## src/rtl/vec_mul_pkg.sv

```systemverilog
// Shared types and default geometry for the vector-multiply datapath.
// The run sequencer and the top-level integration both import this package.
package vec_mul_pkg;

    localparam int DEF_ADDRESSSIZE = 10;
    localparam int DEF_PIPE_LAT    = 2;

    typedef enum logic [2:0] {
        ST_IDLE,
        ST_WPOP,
        ST_WLATCH,
        ST_ISSUE,
        ST_DRAIN,
        ST_FIN
    } seq_state_e;

endpackage

```

## src/rtl/valid_pipe.sv

```systemverilog
// DEPTH-stage valid shift register: a 1 entering at in_valid leaves at
// out_valid exactly DEPTH cycles later.
module valid_pipe #(
    parameter int DEPTH = 2
) (
    input  logic clk,
    input  logic rstn,
    input  logic in_valid,
    output logic out_valid,
    output logic empty,
    output logic empty_next
);

    logic [DEPTH-1:0] stage_q;
    logic [DEPTH-1:0] stage_d;

    always_comb begin
        stage_d = DEPTH'({stage_q, in_valid});
    end

    // NOTE: sequential state uses non-blocking assignments so every flop samples pre-edge values.
    always_ff @(posedge clk or negedge rstn) begin
        if (!rstn) begin
            stage_q <= '0;
        end else begin
            stage_q <= stage_d;
        end
    end

    assign out_valid  = stage_q[DEPTH-1];
    assign empty      = ~|stage_q;
    // Only the tail (or nothing) is occupied: with no new input, empty after this edge.
    assign empty_next = ~|(stage_q << 1);

endmodule

```

## src/rtl/vec_mul_seq_ctrl.sv

```systemverilog
// Run sequencer: optional weight load, vec_count UB reads, result writes
// delayed by the datapath latency, then a done pulse. All outputs registered.
module vec_mul_seq_ctrl
    import vec_mul_pkg::*;
#(
    parameter int ADDRESSSIZE = DEF_ADDRESSSIZE,
    parameter int PIPE_LAT    = DEF_PIPE_LAT
) (
    input  logic                   clk,
    input  logic                   rstn,
    input  logic                   start,
    input  logic                   reload_weights,
    input  logic [ADDRESSSIZE:0]   vec_count,
    input  logic [ADDRESSSIZE-1:0] src_base,
    input  logic [ADDRESSSIZE-1:0] dst_base,
    input  logic                   fifo_empty,
    output logic                   fifo_read_enable,
    output logic                   weight_reload,
    output logic [ADDRESSSIZE-1:0] ub_address,
    output logic                   res_write_enable,
    output logic [ADDRESSSIZE-1:0] res_address,
    output logic                   busy,
    output logic                   done,
    output logic                   error
);

    typedef logic [ADDRESSSIZE-1:0] addr_t;
    typedef logic [ADDRESSSIZE:0]   cnt_t;

    seq_state_e state_q, state_d;
    cnt_t       vec_count_q, vec_count_d;
    addr_t      src_base_q, src_base_d;
    addr_t      dst_base_q, dst_base_d;
    cnt_t       issue_idx_q, issue_idx_d;
    cnt_t       wr_idx_q, wr_idx_d;

    logic       fifo_read_enable_q, fifo_read_enable_d;
    logic       weight_reload_q, weight_reload_d;
    addr_t      ub_address_q, ub_address_d;
    addr_t      res_address_q, res_address_d;
    logic       busy_q, busy_d;
    logic       done_q, done_d;
    logic       error_q, error_d;

    logic       pipe_out;
    logic       pipe_empty;
    logic       pipe_empty_next;

    valid_pipe #(.DEPTH(PIPE_LAT)) u_valid_pipe (
        .clk        (clk),
        .rstn       (rstn),
        .in_valid   (state_q == ST_ISSUE),
        .out_valid  (pipe_out),
        .empty      (pipe_empty),
        .empty_next (pipe_empty_next)
    );

    // NOTE: every signal gets a default first so no path through the block infers a latch.
    always_comb begin
        state_d     = state_q;
        vec_count_d = vec_count_q;
        src_base_d  = src_base_q;
        dst_base_d  = dst_base_q;
        issue_idx_d = issue_idx_q;
        wr_idx_d    = wr_idx_q;
        error_d     = 1'b0;

        unique case (state_q)
            ST_IDLE: begin
                if (start) begin
                    vec_count_d = vec_count;
                    src_base_d  = src_base;
                    dst_base_d  = dst_base;
                    issue_idx_d = '0;
                    wr_idx_d    = '0;
                    if (reload_weights && fifo_empty) begin
                        error_d = 1'b1;
                    end else if (reload_weights) begin
                        state_d = ST_WPOP;
                    end else if (vec_count == '0) begin
                        state_d = ST_FIN;
                    end else begin
                        state_d = ST_ISSUE;
                    end
                end
            end
            ST_WPOP:   state_d = ST_WLATCH;
            ST_WLATCH: state_d = (vec_count_q == '0) ? ST_FIN : ST_ISSUE;
            ST_ISSUE: begin
                issue_idx_d = issue_idx_q + cnt_t'(1);
                if (issue_idx_d == vec_count_q) begin
                    state_d = ST_DRAIN;
                end
            end
            ST_DRAIN: begin
                if (pipe_empty_next) begin
                    state_d = ST_FIN;
                end
            end
            ST_FIN:    state_d = ST_IDLE;
            default:   state_d = ST_IDLE;
        endcase

        if (pipe_out) begin
            wr_idx_d = wr_idx_q + cnt_t'(1);
        end

        // Outputs are registered from the next state so they line up with it.
        busy_d             = (state_d != ST_IDLE);
        done_d             = (state_d == ST_FIN);
        fifo_read_enable_d = (state_d == ST_WPOP);
        weight_reload_d    = (state_d == ST_WLATCH);
        ub_address_d       = (state_d == ST_ISSUE) ? src_base_d + addr_t'(issue_idx_d) : '0;
        res_address_d      = busy_d ? dst_base_d + addr_t'(wr_idx_d) : '0;
    end

    always_ff @(posedge clk or negedge rstn) begin
        if (!rstn) begin
            state_q            <= ST_IDLE;
            vec_count_q        <= '0;
            src_base_q         <= '0;
            dst_base_q         <= '0;
            issue_idx_q        <= '0;
            wr_idx_q           <= '0;
            fifo_read_enable_q <= 1'b0;
            weight_reload_q    <= 1'b0;
            ub_address_q       <= '0;
            res_address_q      <= '0;
            busy_q             <= 1'b0;
            done_q             <= 1'b0;
            error_q            <= 1'b0;
        end else begin
            state_q            <= state_d;
            vec_count_q        <= vec_count_d;
            src_base_q         <= src_base_d;
            dst_base_q         <= dst_base_d;
            issue_idx_q        <= issue_idx_d;
            wr_idx_q           <= wr_idx_d;
            fifo_read_enable_q <= fifo_read_enable_d;
            weight_reload_q    <= weight_reload_d;
            ub_address_q       <= ub_address_d;
            res_address_q      <= res_address_d;
            busy_q             <= busy_d;
            done_q             <= done_d;
            error_q            <= error_d;
        end
    end

    // A run only returns to IDLE once the pipe has drained.
    idle_pipe_empty: assert property (@(posedge clk) disable iff (!rstn)
        (state_q == ST_IDLE) |-> pipe_empty);

    assign fifo_read_enable = fifo_read_enable_q;
    assign weight_reload    = weight_reload_q;
    assign ub_address       = ub_address_q;
    assign res_write_enable = pipe_out;
    assign res_address      = res_address_q;
    assign busy             = busy_q;
    assign done             = done_q;
    assign error            = error_q;

endmodule

```

## config.mk

```make
export PLATFORM = sky130hd
export DESIGN_NAME = vec_mul_seq_ctrl
export DESIGN_NICKNAME = d
export VERILOG_FILES = /design/src/rtl/vec_mul_pkg.sv /design/src/rtl/valid_pipe.sv /design/src/rtl/vec_mul_seq_ctrl.sv
export SDC_FILE = /design/constraint.sdc
export NUM_CORES = 1
export LEC_CHECK = 0
export CORE_MARGIN = 3
export CORE_UTILIZATION = 30
export CTS_CLUSTER_SIZE = 20
export DETAILED_ROUTE_END_ITERATION = 8
export PLACE_DENSITY = 0.51
export RECOVER_POWER = 50
export SKIP_CTS_REPAIR_TIMING = 1
export SYNTH_ARGS = -nofsm -noshare
export SYNTH_HDL_FRONTEND = slang
export SYNTH_SLANG_ARGS = --single-unit
```

## constraint.sdc

```tcl
create_clock -name clk -period 3.6 [get_ports clk]
set_input_delay 0.72 -clock clk [delete_from_list [all_inputs] [get_ports clk]]
set_output_delay 0.72 -clock clk [all_outputs]
set_load 0.01 [all_outputs]
```

==> results of run 1 <==
[final cells by class]
class / count / area (um^2)
multi-input combinational: 362 / 2250
fill: 1422 / 8400
clock inverter: 6 / 57.6
tap: 180 / 225
inverter: 12 / 45.0
timing repair buffer: 101 / 896
clock buffer: 10 / 229
sequential: 82 / 2050
[cells by family after synthesis]
family	count (synthesis)	synth area share
AND/OR/NAND/NOR	210	0.220
AO/OA/AOI/OAI	102	0.159
flip-flops	82	0.462
buffers and inverters	33	0.0330
XOR/XNOR	25	0.0527
adder cells (fa/ha/maj)	22	0.0654
multiplexers	3	0.00705
[power breakdown]
group | switching [W] | internal [W]
Clock | 0.000378 | 0.000533
Combinational | 0.00132 | 0.00127
Sequential | 0.000292 | 0.00130
Total | 0.00199 | 0.00311
[flip-flops by register name, summed over array words and instances (netlist names)]
signal,count
vec_count_q,11
issue_idx_q,11
done,1
busy,1
state_q,3
weight_reload,1
ub_address,10
fifo_read_enable,1
dst_base_q,10
wr_idx_q,10
u_valid_pipe.stage_q,2
res_address,10
src_base_q,10
error,1
[worst max path at each step]
stage | start | end | slack (ns)
after CTS | start | res_address[8] | 0.1
after global placement | start | res_address[8] | -0.19
after floorplan | start | ub_address[9] | 0.31
final | start | res_address[9] | 0.21
after detailed placement | start | res_address[8] | -0.25
after global routing | start | ub_address[8] | -0.02
[layer usage]
metal,global-route usage,vias up,routed length [um]
li1,-,1839,-
met5,0,-,0
met2,0.243,71,5290
met1,0.181,1734,4990
met4,0.0512,0,199
met3,0.0280,15,420
[worst max-delay path, delay by kind of cell]
kind            cells  cell delay, ns
simple gates        3            0.63
xor+xnor            1            0.15
compound gates      5            1.13
buf+inv             2            0.68
fa+ha+maj           1            0.30
[cell usage in the layout, fill, tap and decap left out, drive strengths merged, types with 4 or more instances in the layout]
cell type	Yosys	final
nand2	119	119
nor3	11	11
clkbuf	12	14
o21ai	34	34
xnor2	20	20
and3	6	6
buf	9	37
ha	20	20
clkdlybuf4s50	0	60
nor2b	4	4
a21oi	23	23
nand4	5	5
xor2	4	4
clkinv	0	4
a211oi	4	4
inv	12	12
nor4	8	8
a21o	8	8
nor2	23	23
or2	4	4
nand3	13	13
dfrtp	82	82
and2	4	4
[per-stage QoR]
stage / total power [W] / cell area [um^2] / hold slack (ns)
floorplan: 0.00324 / 4440 / 0.355
global placement: 0.00421 / 5470 / 0.375
detailed placement: 0.00423 / 5470 / 0.378
CTS: 0.00517 / 5760 / 0.396
global route: 0.00556 / 5750 / 0.406
finish: 0.00510 / 5750 / 0.387
==> flow_summary_export.csv, run 1 <==
group,metric,value,unit
clocking,h-tree-depth,3,
global_route,globalRouteOverflowTotal,0,
timing,rsz0062_at_grt,"true",
worst_setup_path,critPathSlowestCell,"sky130_fd_sc_hd__or4b_4",
global_route,global_route.usage.total,0.143,
floorplanning,initial_standard_cell_utilization_of_the_core,0.314,
detailed_routing,antenna_left,0,
floorplanning,floorplan.io_pins,62,
timing,max_clock_freq,0.295,GHz
clocking,tritoncts_num_sinks,82,
worst_setup_path,reg2reg_to,"res_address[9]",
timing,slew_headroom,-0.656,
finish,nets,626,
place,dp_hpwl,8350,um
clocking,cts_tree,"yes",
worst_setup_path,setup.worst_path.class,"in -> reg",
detailed_routing,drt_first_iter_violations,173,
worst_setup_path,regToRegSetupSlack,0.48,ns
logic_synthesis,synthesis.nets,535,
min_path,whs_path_depth,0,
timing,finalCritPeriodShare,0.943,
logic_synthesis,synth_largest_type_area_fraction,0.462,
floorplanning,core_area,0.0141,mm^2
logic_synthesis,async_reset_ff_frac,1.00,
logic_synthesis,synth_top_cell_by_area,"sky130_fd_sc_hd__dfrtp_1",
global_route,wire_length_of_the_first_global_routing_pass,18500,um
floorplanning,die_area,0.0163,mm^2
global_route,grt_pass1_vias,3733,
place,placed_cells_incl_taps,737,
clocking,insertion_delay,0.34,ns
min_path,hp-class,"reg -> reg",
worst_setup_path,timing.reg2reg.worst_path_depth,11,
detailed_routing,routed_wl,10900,um
finish,post_route_cells_drive_above_1_share,0.141,
worst_setup_path,crit_path_end_kind,"register",
clocking,cts.path.max_buffers,2,
finish,num_antenna_cells,0,
detailed_routing,detailedRoute.firstPassIterationCount,4,
floorplanning,fp.dieW,128,um
timing,period_needed,3.39,ns
worst_setup_path,crit_arrival,3.61,ns
logic_synthesis,synth.top_cells.by_count,"sky130_fd_sc_hd__nand2_1, sky130_fd_sc_hd__dfrtp_1, sky130_fd_sc_hd__o21ai_0, sky130_fd_sc_hd__nor2_1",
detailed_routing,drc,0,
finish,fin_util,0.406,
timing,final_max_slew_viol_count,47,
worst_setup_path,path_common_cell,"sky130_fd_sc_hd__o21ai_0",
logic_synthesis,synth_most_common_cell,"sky130_fd_sc_hd__nand2_1",
worst_setup_path,worst-endpoint-required,3.82,ns
power,peakVddDrop,0.265,mV
global_route,grt_antenna_before_repair,0,
detailed_routing,overall_via_count_from_detail_route,3659,
place,gp_congestion,0.854,
worst_setup_path,crit_path_cell_trace,"clkdlybuf4s50_1 > or4b_4 > buf_4 > nand2_1 > o21ai_0 > ha_1 > a21o_1 > a211oi_1 > o21ai_0 > a41oi_1 > xnor2_1 > nor2_1",
outcome,run_status,"finished, violations left",
logic_synthesis,post_synth_inst_count,477,
clocking,cts.reportedPaths.clkPinSlew,0.06,ns
finish,layoutNonFillerInstCount,753,
logic_synthesis,dominant_register_cell_in_the_synthesized_netlist,"sky130_fd_sc_hd__dfrtp_1",
logic_synthesis,seq_area_frac_synth,0.462,
logic_synthesis,cell_area_after_technology_mapping,0.00444,mm^2
outcome,violations,"max-capacitance violations, max-slew violations",
logic_synthesis,yosys-top-cells-area,"sky130_fd_sc_hd__dfrtp_1, sky130_fd_sc_hd__nand2_1, sky130_fd_sc_hd__ha_1",
timing,setup-tns-final,0,ns
timing,setup_ws,0.207,ns
detailed_routing,wl_per_cell,14.5,um
logic_synthesis,edff_count_synth,0,
floorplanning,height_of_the_chip,128,um
timing,report.final.setup_viol,0,
timing,transition_time_at_the_pin_with_the_least_slew_margin,2.48,ns
job,timing.max_cap.violations,1,
logic_synthesis,synth.distinct_cells,65,
logic_synthesis,syn_avg_cell_area,9.30,um^2
logic_synthesis,yosys_warnings,0,
clocking,cts-buffers-inserted,9,
place,io_buffers,61,
worst_setup_path,timing.critical_path.fanout_max,8,
min_path,timing.hold.worst_endpoint,"u_valid_pipe.stage_q[1]",
finish,synthToLayoutAreaGrowth,29.6,%
min_path,launch_point_of_the_worst_hold_path,"u_valid_pipe.stage_q[0]",
logic_synthesis,register_bit_total_from_synthesis,82,
power,total_leakage_power,2.62,nW
power,powerDensity,887,mW/mm^2
worst_setup_path,crit_path_start_kind,"input port",
global_route,largest_net_degree_at_the_start_of_global_routing,47,
floorplanning,num_rows,43,
worst_setup_path,timing.rr.start,"state_q[0]",
timing,final-hold-violation-count,0,
place,preCtsSetupSlack,-0.247,ns
clocking,clk_root_buffer_cell,"sky130_fd_sc_hd__clkbuf_16",
timing,final.setup_skew,0.00689,ns
detailed_routing,vias_per_cell,4.86,
worst_setup_path,timing.critical_path.slowest_cell_delay,0.52,ns
Note: power is estimated with default switching activity, not from simulation.
==> run 2: changes to the inputs <==
--- a/config.mk
+++ b/config.mk
@@ -14,4 +14,5 @@
 export SKIP_CTS_REPAIR_TIMING = 1
 export SYNTH_ARGS = -nofsm -noshare
 export SYNTH_HDL_FRONTEND = slang
+export SYNTH_HIERARCHICAL = 1
 export SYNTH_SLANG_ARGS = --single-unit
==> run 2 against run 1 <==
The run still ends with max-capacitance violations, max-slew violations left. Routed wire length shrank 0.92%. Maximum frequency shrank 1.9%. Critical path depth grew 1. Synthesized cell count shrank 1.9%. Sequential share of layout area is essentially flat. Critical endpoint is now ub_address[8].
==> flow_summary_export.csv, run 2 <==
group,metric,value,unit
clocking,clk_root_buffer_cell,"sky130_fd_sc_hd__clkbuf_16",
floorplanning,height_of_the_chip,127,um
job,timing.max_cap.violations,1,
finish,layout_top_registers,"issue_idx_q (11), vec_count_q (11)",
outcome,run_status,"finished, violations left",
timing,final_max_slew_viol_count,83,
place,gp_congestion,0.840,
detailed_routing,drc,0,
clocking,cts-buffers-inserted,9,
floorplanning,num_rows,43,
min_path,launch_point_of_the_worst_hold_path,"u_valid_pipe/stage_q[0]",
floorplanning,initial_standard_cell_utilization_of_the_core,0.312,
logic_synthesis,synthesis.nets,526,
floorplanning,die_area,0.0162,mm^2
global_route,globalRouteOverflowTotal,0,
place,dp_hpwl,8060,um
finish,final_cell_area,0.00574,mm^2
worst_setup_path,crit_path_start_kind,"input port",
finish,layoutNonFillerInstCount,742,
finish,num_antenna_cells,0,
timing,final.setup_skew,0.00698,ns
detailed_routing,routed_wl,10800,um
worst_setup_path,timing.critical_path.fanout_max,9,
detailed_routing,overall_via_count_from_detail_route,3608,
power,peakVddDrop,0.329,mV
clocking,h-tree-depth,3,
clocking,tritoncts_num_sinks,82,
place,placement.cell_area,0.00543,mm^2
timing,fin_hold_ws,0.378,ns
timing,finalCritPeriodShare,0.961,
worst_setup_path,crit_arrival,3.65,ns
floorplanning,fp.dieW,127,um
detailed_routing,detailedRoute.firstPassIterationCount,4,
logic_synthesis,syn_avg_cell_area,9.44,um^2
timing,period_needed,3.46,ns
worst_setup_path,worst-endpoint-required,3.79,ns
timing,report.final.setup_viol,0,
power,total_leakage_power,2.61,nW
worst_setup_path,regToRegSetupSlack,0.41,ns
global_route,largest_net_degree_at_the_start_of_global_routing,83,
power,powerDensity,892,mW/mm^2
logic_synthesis,cell_area_after_technology_mapping,0.00442,mm^2
timing,max_clock_freq,0.289,GHz
global_route,grt_pass1_vias,3573,
finish,nets,616,
detailed_routing,wl_per_cell,14.6,um
finish,mostFrequentLayoutCell,"sky130_fd_sc_hd__nand2_1",
floorplanning,core_area,0.0141,mm^2
worst_setup_path,timing.rr.start,"state_q[1]",
finish,multi_input_area,0.00228,mm^2
finish,post_route_cells_drive_above_1_share,0.144,
worst_setup_path,timing.critical_path.from,"start",
timing,transition_time_at_the_pin_with_the_least_slew_margin,2.04,ns
worst_setup_path,crit_path_end_kind,"register",
finish,fillers,1427,
min_path,hp-class,"reg -> reg",
finish,synthToLayoutAreaGrowth,30.0,%
detailed_routing,drt_first_iter_violations,154,
detailed_routing,antenna_left,0,
detailed_routing,vias_per_cell,4.86,
logic_synthesis,yosys_warnings,6,
timing,final-hold-violation-count,0,
logic_synthesis,post_synth_inst_count,468,
clocking,insertion_delay,0.34,ns
finish,regArea,0.00205,mm^2
timing,slew_headroom,-0.359,
clocking,cts.reportedPaths.clkPinSlew,0.06,ns
global_route,grt_antenna_before_repair,0,
outcome,violations,"max-capacitance violations, max-slew violations",
global_route,global_route.usage.total,0.137,
global_route,wire_length_of_the_first_global_routing_pass,17800,um
floorplanning,floorplan.io_pins,62,
clocking,cts.path.max_buffers,2,
place,placed_cells_incl_taps,727,
place,io_buffers,61,
worst_setup_path,setup.worst_path.class,"in -> reg",
finish,commonest_cells_after_routing_fill_and_taps_aside,"sky130_fd_sc_hd__nand2_1, sky130_fd_sc_hd__dfrtp_1, sky130_fd_sc_hd__clkdlybuf4s50_1",
clocking,cts_tree,"yes",
==> run 2: path summary, 6_finish.rpt <==
check / depth (start not counted) / end
max: 13 / ub_address[8]
min: 0 / u_valid_pipe/stage_q[1]
max reg2reg: 12 / ub_address[8]
min reg2reg: 0 / u_valid_pipe/stage_q[1]
max in group asynchronous: 1 / ub_address[1]
min in group asynchronous: 1 / res_address[7]
==> run 2: through the flow <==
step / power, W / setup TNS, ns / utilization / worst slack [ns]
after floorplan: 0.00319 / 0 / - / 0.128
after global placement: 0.00415 / -1.39 / 0.384 / -0.291
after detailed placement: 0.00418 / -2.17 / 0.384 / -0.453
after CTS: 0.00513 / -0.119 / 0.404 / -0.119
after global routing: 0.00554 / -0.0201 / 0.406 / -0.0181
final: 0.00512 / 0 / 0.406 / 0.140
==> run 2: worst max-delay path, cell delays in order <==
cell,delay (ns)
sky130_fd_sc_hd__clkdlybuf4s50_1,0.48
sky130_fd_sc_hd__or4b_1,0.47
sky130_fd_sc_hd__buf_4,0.20
sky130_fd_sc_hd__buf_4,0.15
sky130_fd_sc_hd__nand2_1,0.06
sky130_fd_sc_hd__nand2_1,0.12
sky130_fd_sc_hd__fa_2,0.42
sky130_fd_sc_hd__a21o_1,0.20
sky130_fd_sc_hd__a21oi_2,0.16
sky130_fd_sc_hd__o21ai_1,0.12
sky130_fd_sc_hd__o41ai_2,0.32
sky130_fd_sc_hd__xor2_1,0.17
sky130_fd_sc_hd__nor3_1,0.07
==> run 2: cell type report <==
class,count,share of cell area
Timing Repair Buffer,98,0.153
Sequential cell,82,0.357
Clock inverter,3,0.00697
Clock buffer,12,0.0429
Tap cell,180,0.0392
Inverter,6,0.00392
Multi-Input combinational cell,361,0.397
==> run 2: metal layers <==
layer	global-route usage	wire [um]	vias up
li1	-	-	1821
met1	0.177	5000	1722
met2	0.224	5220	56
met3	0.0414	463	9
met4	0.0360	116	0
met5	0	0	-
==> run 2: power by group <==
part,switching (W),leakage [nW],internal [W]
combinational,0.00134,1.42,0.00128
sequential,0.000281,1.05,0.00131
clock,0.000363,0.142,0.000551
total,0.00198,2.61,0.00314
